===== config.mk =====
export PLATFORM = sky130hd
export DESIGN_NAME = bw_clk_cl_hdr_seq
export DESIGN_NICKNAME = d
export VERILOG_FILES = /design/src/rtl/bw_clk_cl_hdr_seq.sv
export SDC_FILE = /design/constraint.sdc
export NUM_CORES = 1
export LEC_CHECK = 0
export ABC_CLOCK_PERIOD_IN_PS = 3500
export CORE_UTILIZATION = 45
export CTS_BUF_LIST = sky130_fd_sc_hd__clkbuf_2
export DETAILED_ROUTE_END_ITERATION = 7
export HOLD_SLACK_MARGIN = 0.12
export PLACE_DENSITY = 0.7
export SYNTH_ARGS = -nofsm -noshare
export SYNTH_HDL_FRONTEND = slang
export SYNTH_SLANG_ARGS = --single-unit
export TNS_END_PERCENT = 1

===== constraint.sdc =====
create_clock -name gclk -period 3.5 [get_ports gclk]
set_input_delay 0.525 -clock gclk [delete_from_list [all_inputs] [get_ports gclk]]
set_output_delay 0.525 -clock gclk [all_outputs]
set_load 0.02 [all_outputs]

===== src/rtl/bw_clk_cl_hdr_seq.sv =====
// -----------------------------------------------------------------------------
// bw_clk_cl_hdr_seq
//
// Cluster clock-header sequencer. Synchronizes the global reset and debug-init
// requests into the gclk domain, then releases per-cluster clock enables one at
// a time, STAGGER gclk cycles apart, before lifting the per-cluster resets
// together. Once running, cluster enables follow cken_req with one cycle of
// latency. The cluster enable register doubles as a scan chain.
//
// Parameters
//   NUM_CL   : number of cluster headers (1..16)
//   SYNC_STG : synchronizer depth for grst_l / gdbginit_l (2..4)
//   STAGGER  : gclk cycles between successive enable releases (1..15)
//
// Ports
//   gclk           in   clock, all flops rising-edge
//   arst_l         in   asynchronous active-low reset
//   grst_l         in   global reset request, active-low, async to gclk
//   gdbginit_l     in   global debug-init request, active-low, async to gclk
//   cken_req       in   per-cluster clock-enable request
//   se, si         in   scan enable / scan in
//   cluster_cken   out  registered per-cluster clock enables
//   cluster_grst_l out  registered per-cluster resets, active-low
//   dbginit_l      out  registered synchronized debug init (0 unless RUN)
//   seq_busy       out  registered, high while ramping
//   so             out  scan out (top bit of the cluster enable register)
// -----------------------------------------------------------------------------
module bw_clk_cl_hdr_seq #(
    parameter int NUM_CL   = 4,
    parameter int SYNC_STG = 3,
    parameter int STAGGER  = 2
) (
    input  logic              gclk,
    input  logic              arst_l,
    input  logic              grst_l,
    input  logic              gdbginit_l,
    input  logic [NUM_CL-1:0] cken_req,
    input  logic              se,
    input  logic              si,
    output logic [NUM_CL-1:0] cluster_cken,
    output logic [NUM_CL-1:0] cluster_grst_l,
    output logic              dbginit_l,
    output logic              seq_busy,
    output logic              so
);

    localparam int                IDX_W    = (NUM_CL > 1) ? $clog2(NUM_CL) : 1;
    localparam logic [3:0]        CNT_LAST = 4'(STAGGER - 1);
    localparam logic [IDX_W-1:0]  IDX_LAST = IDX_W'(NUM_CL - 1);

    typedef enum logic [1:0] {
        HOLD = 2'd0,
        RAMP = 2'd1,
        RUN  = 2'd2
    } state_e;

    logic [SYNC_STG-1:0] grst_sync_q;
    logic [SYNC_STG-1:0] dbg_sync_q;
    logic                grst_s;
    logic                dbg_s;

    state_e              state_q, state_d;
    logic [3:0]          cnt_q, cnt_d;
    logic [IDX_W-1:0]    idx_q, idx_d;
    // Set on the edge that releases the last cluster; RUN follows one edge later.
    logic                last_q, last_d;
    logic [NUM_CL-1:0]   cken_q, cken_d;
    logic [NUM_CL-1:0]   grst_q, grst_d;
    logic                dbg_q, dbg_d;
    logic                busy_q, busy_d;
    logic [NUM_CL-1:0]   scan_shift;

    // Synchronizers keep running in scan mode.
    always_ff @(posedge gclk or negedge arst_l) begin
        if (!arst_l) begin
            grst_sync_q <= '0;
            dbg_sync_q  <= '0;
        end else begin
            grst_sync_q <= {grst_sync_q[SYNC_STG-2:0], grst_l};
            dbg_sync_q  <= {dbg_sync_q[SYNC_STG-2:0], gdbginit_l};
        end
    end

    assign grst_s = grst_sync_q[SYNC_STG-1];
    assign dbg_s  = dbg_sync_q[SYNC_STG-1];

    // State register
    always_ff @(posedge gclk or negedge arst_l) begin
        if (!arst_l) begin
            state_q <= HOLD;
        end else begin
            state_q <= state_d;
        end
    end

    // Next-state logic; scan mode freezes the FSM.
    always_comb begin
        state_d = state_q;
        if (!se) begin
            case (state_q)
                HOLD: if (grst_s) state_d = RAMP;
                RAMP: begin
                    if (!grst_s) begin
                        state_d = HOLD;
                    end else if (last_q) begin
                        state_d = RUN;
                    end
                end
                RUN:  if (!grst_s) state_d = HOLD;
                default: state_d = HOLD;
            endcase
        end
    end

    // si enters bit 0, each bit moves one position toward the top.
    always_comb begin
        scan_shift    = '0;
        scan_shift[0] = si;
        for (int i = 1; i < NUM_CL; i++) begin
            scan_shift[i] = cken_q[i-1];
        end
    end

    // Output / datapath next values
    always_comb begin
        cnt_d  = cnt_q;
        idx_d  = idx_q;
        last_d = last_q;
        cken_d = cken_q;
        grst_d = grst_q;
        if (se) begin
            cken_d = scan_shift;
        end else begin
            case (state_q)
                RAMP: begin
                    if (!grst_s) begin
                        cnt_d  = '0;
                        idx_d  = '0;
                        last_d = 1'b0;
                        cken_d = '0;
                        grst_d = '0;
                    end else if (last_q) begin
                        grst_d = '1;
                    end else if (cnt_q == CNT_LAST) begin
                        // Only the cluster being released samples its request.
                        for (int i = 0; i < NUM_CL; i++) begin
                            if (idx_q == IDX_W'(i)) begin
                                cken_d[i] = cken_req[i];
                            end
                        end
                        cnt_d = '0;
                        idx_d = idx_q + IDX_W'(1);
                        if (idx_q == IDX_LAST) begin
                            last_d = 1'b1;
                        end
                    end else begin
                        cnt_d = cnt_q + 4'd1;
                    end
                end
                RUN: begin
                    if (!grst_s) begin
                        cnt_d  = '0;
                        idx_d  = '0;
                        last_d = 1'b0;
                        cken_d = '0;
                        grst_d = '0;
                    end else begin
                        cken_d = cken_req;
                    end
                end
                default: begin
                    cnt_d  = '0;
                    idx_d  = '0;
                    last_d = 1'b0;
                    cken_d = '0;
                    grst_d = '0;
                end
            endcase
        end
        // Derived from the next state so the flags line up with state_q.
        busy_d = (state_d == RAMP);
        dbg_d  = (state_d == RUN) ? dbg_s : 1'b0;
    end

    always_ff @(posedge gclk or negedge arst_l) begin
        if (!arst_l) begin
            cnt_q  <= '0;
            idx_q  <= '0;
            last_q <= 1'b0;
            cken_q <= '0;
            grst_q <= '0;
            dbg_q  <= 1'b0;
            busy_q <= 1'b0;
        end else begin
            cnt_q  <= cnt_d;
            idx_q  <= idx_d;
            last_q <= last_d;
            cken_q <= cken_d;
            grst_q <= grst_d;
            dbg_q  <= dbg_d;
            busy_q <= busy_d;
        end
    end

    assign cluster_cken   = cken_q;
    assign cluster_grst_l = grst_q;
    assign dbginit_l      = dbg_q;
    assign seq_busy       = busy_q;
    assign so             = cken_q[NUM_CL-1];

endmodule


==> reports/qor.txt <==
FF+latch count, synth: 22
Fmax achieved: 510 MHz
Place WS: 1.19 ns
slowest CP cell: clkdlybuf4s50_1
Avg Inst Size Synth: 10.4 µm²
hold depth: 0
Clock transition at path regs: 0.20 ns
CP Launch Type: input port
transition time at the pin with the least slew margin: 0.977 ns
Fin. Hold Viols: 0
Sw Ratio: 0.372
area taken by multi-input logic gates: 559 µm²
DR vias/cell: 5.33
top cells by area, synth: dfrtp_1, ha_1, mux2_1
setup ws final: 1.54 ns
Num CTS Buffers: 3
clk sinks: 22
WL/cell: 13.6 µm
Clk network pwr share: 0.132
I/O pin total: 21
Final nets: 153
die height: 53.3 µm
worst reg2reg endpoint: cnt_q[3]
CTS tree: built
area of the core: 2480 µm²
Longest Clk Path Bufs: 2
Post-DRT Antenna Nets: 0
postcts setup bufs: 0
Yosys Warn Count: 0
min-delay src: dbg_sync_q[0]
Mapped Cells: 114
GRT Total Usage: 0.182
Inserted Diodes: 0
VDD IR max: 351 µV
NetSw: 0.000277 W
initial core utilization: 0.478
leading area contributor after synthesis: dfrtp_1
CP Capture Type: flop
r2r setup slk: 1.65 ns
Final min period: 1.96 ns
crit share post-route: 0.560
hold crit path type: flop to flop
Post-synth EDFFs: 0
FILL cells: 227
Final Max Tran Viols: 0
Comb pwr share: 0.431
Cell Rows: 18
largest net degree at the start of global routing: 23
CP Data Required Time: 3.74 ns
Area growth syn-to-layout: 18.0%
Hold Slack: 0.377 ns
# port buffers: 20
setup_tns: 0 ns
Power Density: 533 nW/µm²
fraction of registers with async set/reset: 1.00
DRC: 0
layout cells sized above 1: 0.0534
clock skew: 0.0116 ns
Hold EP: dbg_sync_q[1]
H-tree levels: 1
Max Cap Viol: 0
DRT Wirelength: 2190 µm
DRT iter0 DRCs: 9
post-cts resize count: 0
crit-path max FO: 14
Pint: 0.000468 W
hpwl dp: 1660 µm
syn_nets: 135
RSZ-0062 raised after global routing: no
hold buffers post-CTS: 0
cell area after synthesis: 1180 µm²
status: complete, no violations
Pre-Repair DR Iteration Count: 4
most common cell after layout, fill and taps aside: dfrtp_1
first-pass GRT wire length: 3640 µm
reg2reg start: state_q[0]
Yosys top cell area share: 0.465
Skew-Pair Late Insertion Delay: 0.32 ns
cells on worst reg2reg path: 6
Chip Width: 53.3 µm
leakage power: 0.620 nW
DIE AREA: 2840 µm²
register area: 551 µm²
sequential fraction of design power: 0.437
routability cong.: 0.804
vias in the first global route: 853
crit path kind: input port to flop
Crit path arrival time: 2.20 ns
CP max stage delay: 0.63 ns
Main synth FF type: dfrtp_1
Slew HR: 0.347
setup violators final: 0
Clock Root Buffer: clkbuf_2
Final Core Density: 0.564
total gr overflow: 0
register area share after synthesis: 0.465
critical path cell sequence: clkdlybuf4s50_1 -> and2b_1 -> nand2_1 -> o22ai_1 -> mux2_1
commonest cells after routing, fill and taps aside: dfrtp_1, clkdlybuf4s50_1, ha_1
vias: 858
synth unique cells: 31
initial antenna violation count: 0
[state kept, by name, summed over array words and instances, names as in the netlist]
register,flops
dbginit_l,1
state_q,2
seq_busy,1
idx_q,2
cluster_grst_l,1
dbg_sync_q,3
last_q,1
grst_sync_q,3
cluster_cken,4
cnt_q,4
[worst max path at each step]
stage / start / slack (ns) / to
floorplan: state_q[1] / 1.86 / cnt_q[3]
global placement: se / 1.26 / cluster_cken[3]
detailed placement: se / 1.19 / cluster_cken[3]
CTS: cluster_grst_l[2] / 1.57 / cluster_grst_l[1]
global route: cluster_grst_l[2] / 1.47 / cluster_grst_l[2]
finish: se / 1.54 / cluster_cken[0]
[routing by layer]
layer	vias to the layer above	track usage	share of wire
met2	17	0.325	0.51
met3	2	0.0287	0.039
li1	433	-	-
met4	0	0.0789	0.0046
met5	-	0	0
met1	406	0.211	0.45
[final cells by class]
type                            instances  area share
Clock inverter                          1     0.00269
Inverter                                8      0.0215
Tap cell                               30      0.0269
Clock buffer                            3      0.0108
Timing Repair Buffer                   20       0.143
Multi-Input combinational cell         77       0.401
Sequential cell                        22       0.394
[cells in the mapped netlist, types with 2 or more instances]
cell type / n
nor2_1: 5
nor2b_1: 2
nand2_1: 7
buf_2: 2
nor3b_1: 2
a31oi_1: 3
mux2_1: 4
buf_4: 4
or2b_1: 2
o22ai_1: 4
and2b_1: 2
inv_1: 8
a21oi_1: 8
dfrtp_1: 22
ha_1: 11
o21ai_0: 8
nand3_1: 6
[worst max-delay path, delay by kind of cell]
| family | cells | cell delay (ns) |
|---|---|---|
| buf+inv | 1 | 0.63 |
| simple gates | 2 | 0.47 |
| mux | 1 | 0.34 |
| compound gates | 1 | 0.22 |
[kinds of logic (layout without fill, tap and decap cells)]
logic type,Yosys count,count (layout),share of synthesized area
buffers and inverters,15,32,0.0624
flip-flops,22,22,0.465
AO/OA/AOI/OAI,31,31,0.163
multiplexers,4,4,0.0381
AND/OR/NAND/NOR,31,31,0.155
adder cells (fa/ha/maj),11,11,0.116
[power groups by stage]
| stage | Sequential [W] | Combinational (W) | Clock, W |
|---|---|---|---|
| floorplan | 0.000349 | 0.000199 | 0 |
| global placement | 0.000329 | 0.000317 | 0 |
| detailed placement | 0.000331 | 0.000320 | 0 |
| CTS | 0.000326 | 0.000323 | 0.000105 |
| global route | 0.000332 | 0.000351 | 0.000116 |
| finish | 0.000325 | 0.000321 | 0.0000984 |
[stage by stage]
step / cells / total power (W) / instance area [µm²]
2_1_floorplan: 114 / 0.000548 / 1180
3_3_place_gp: 157 / 0.000645 / 1380
3_5_place_dp: 157 / 0.000651 / 1380
4_1_cts: 161 / 0.000754 / 1400
5_1_grt: 161 / 0.000799 / 1400
6_report: 161 / 0.000745 / 1400
Power figures use the tool's default switching activity.
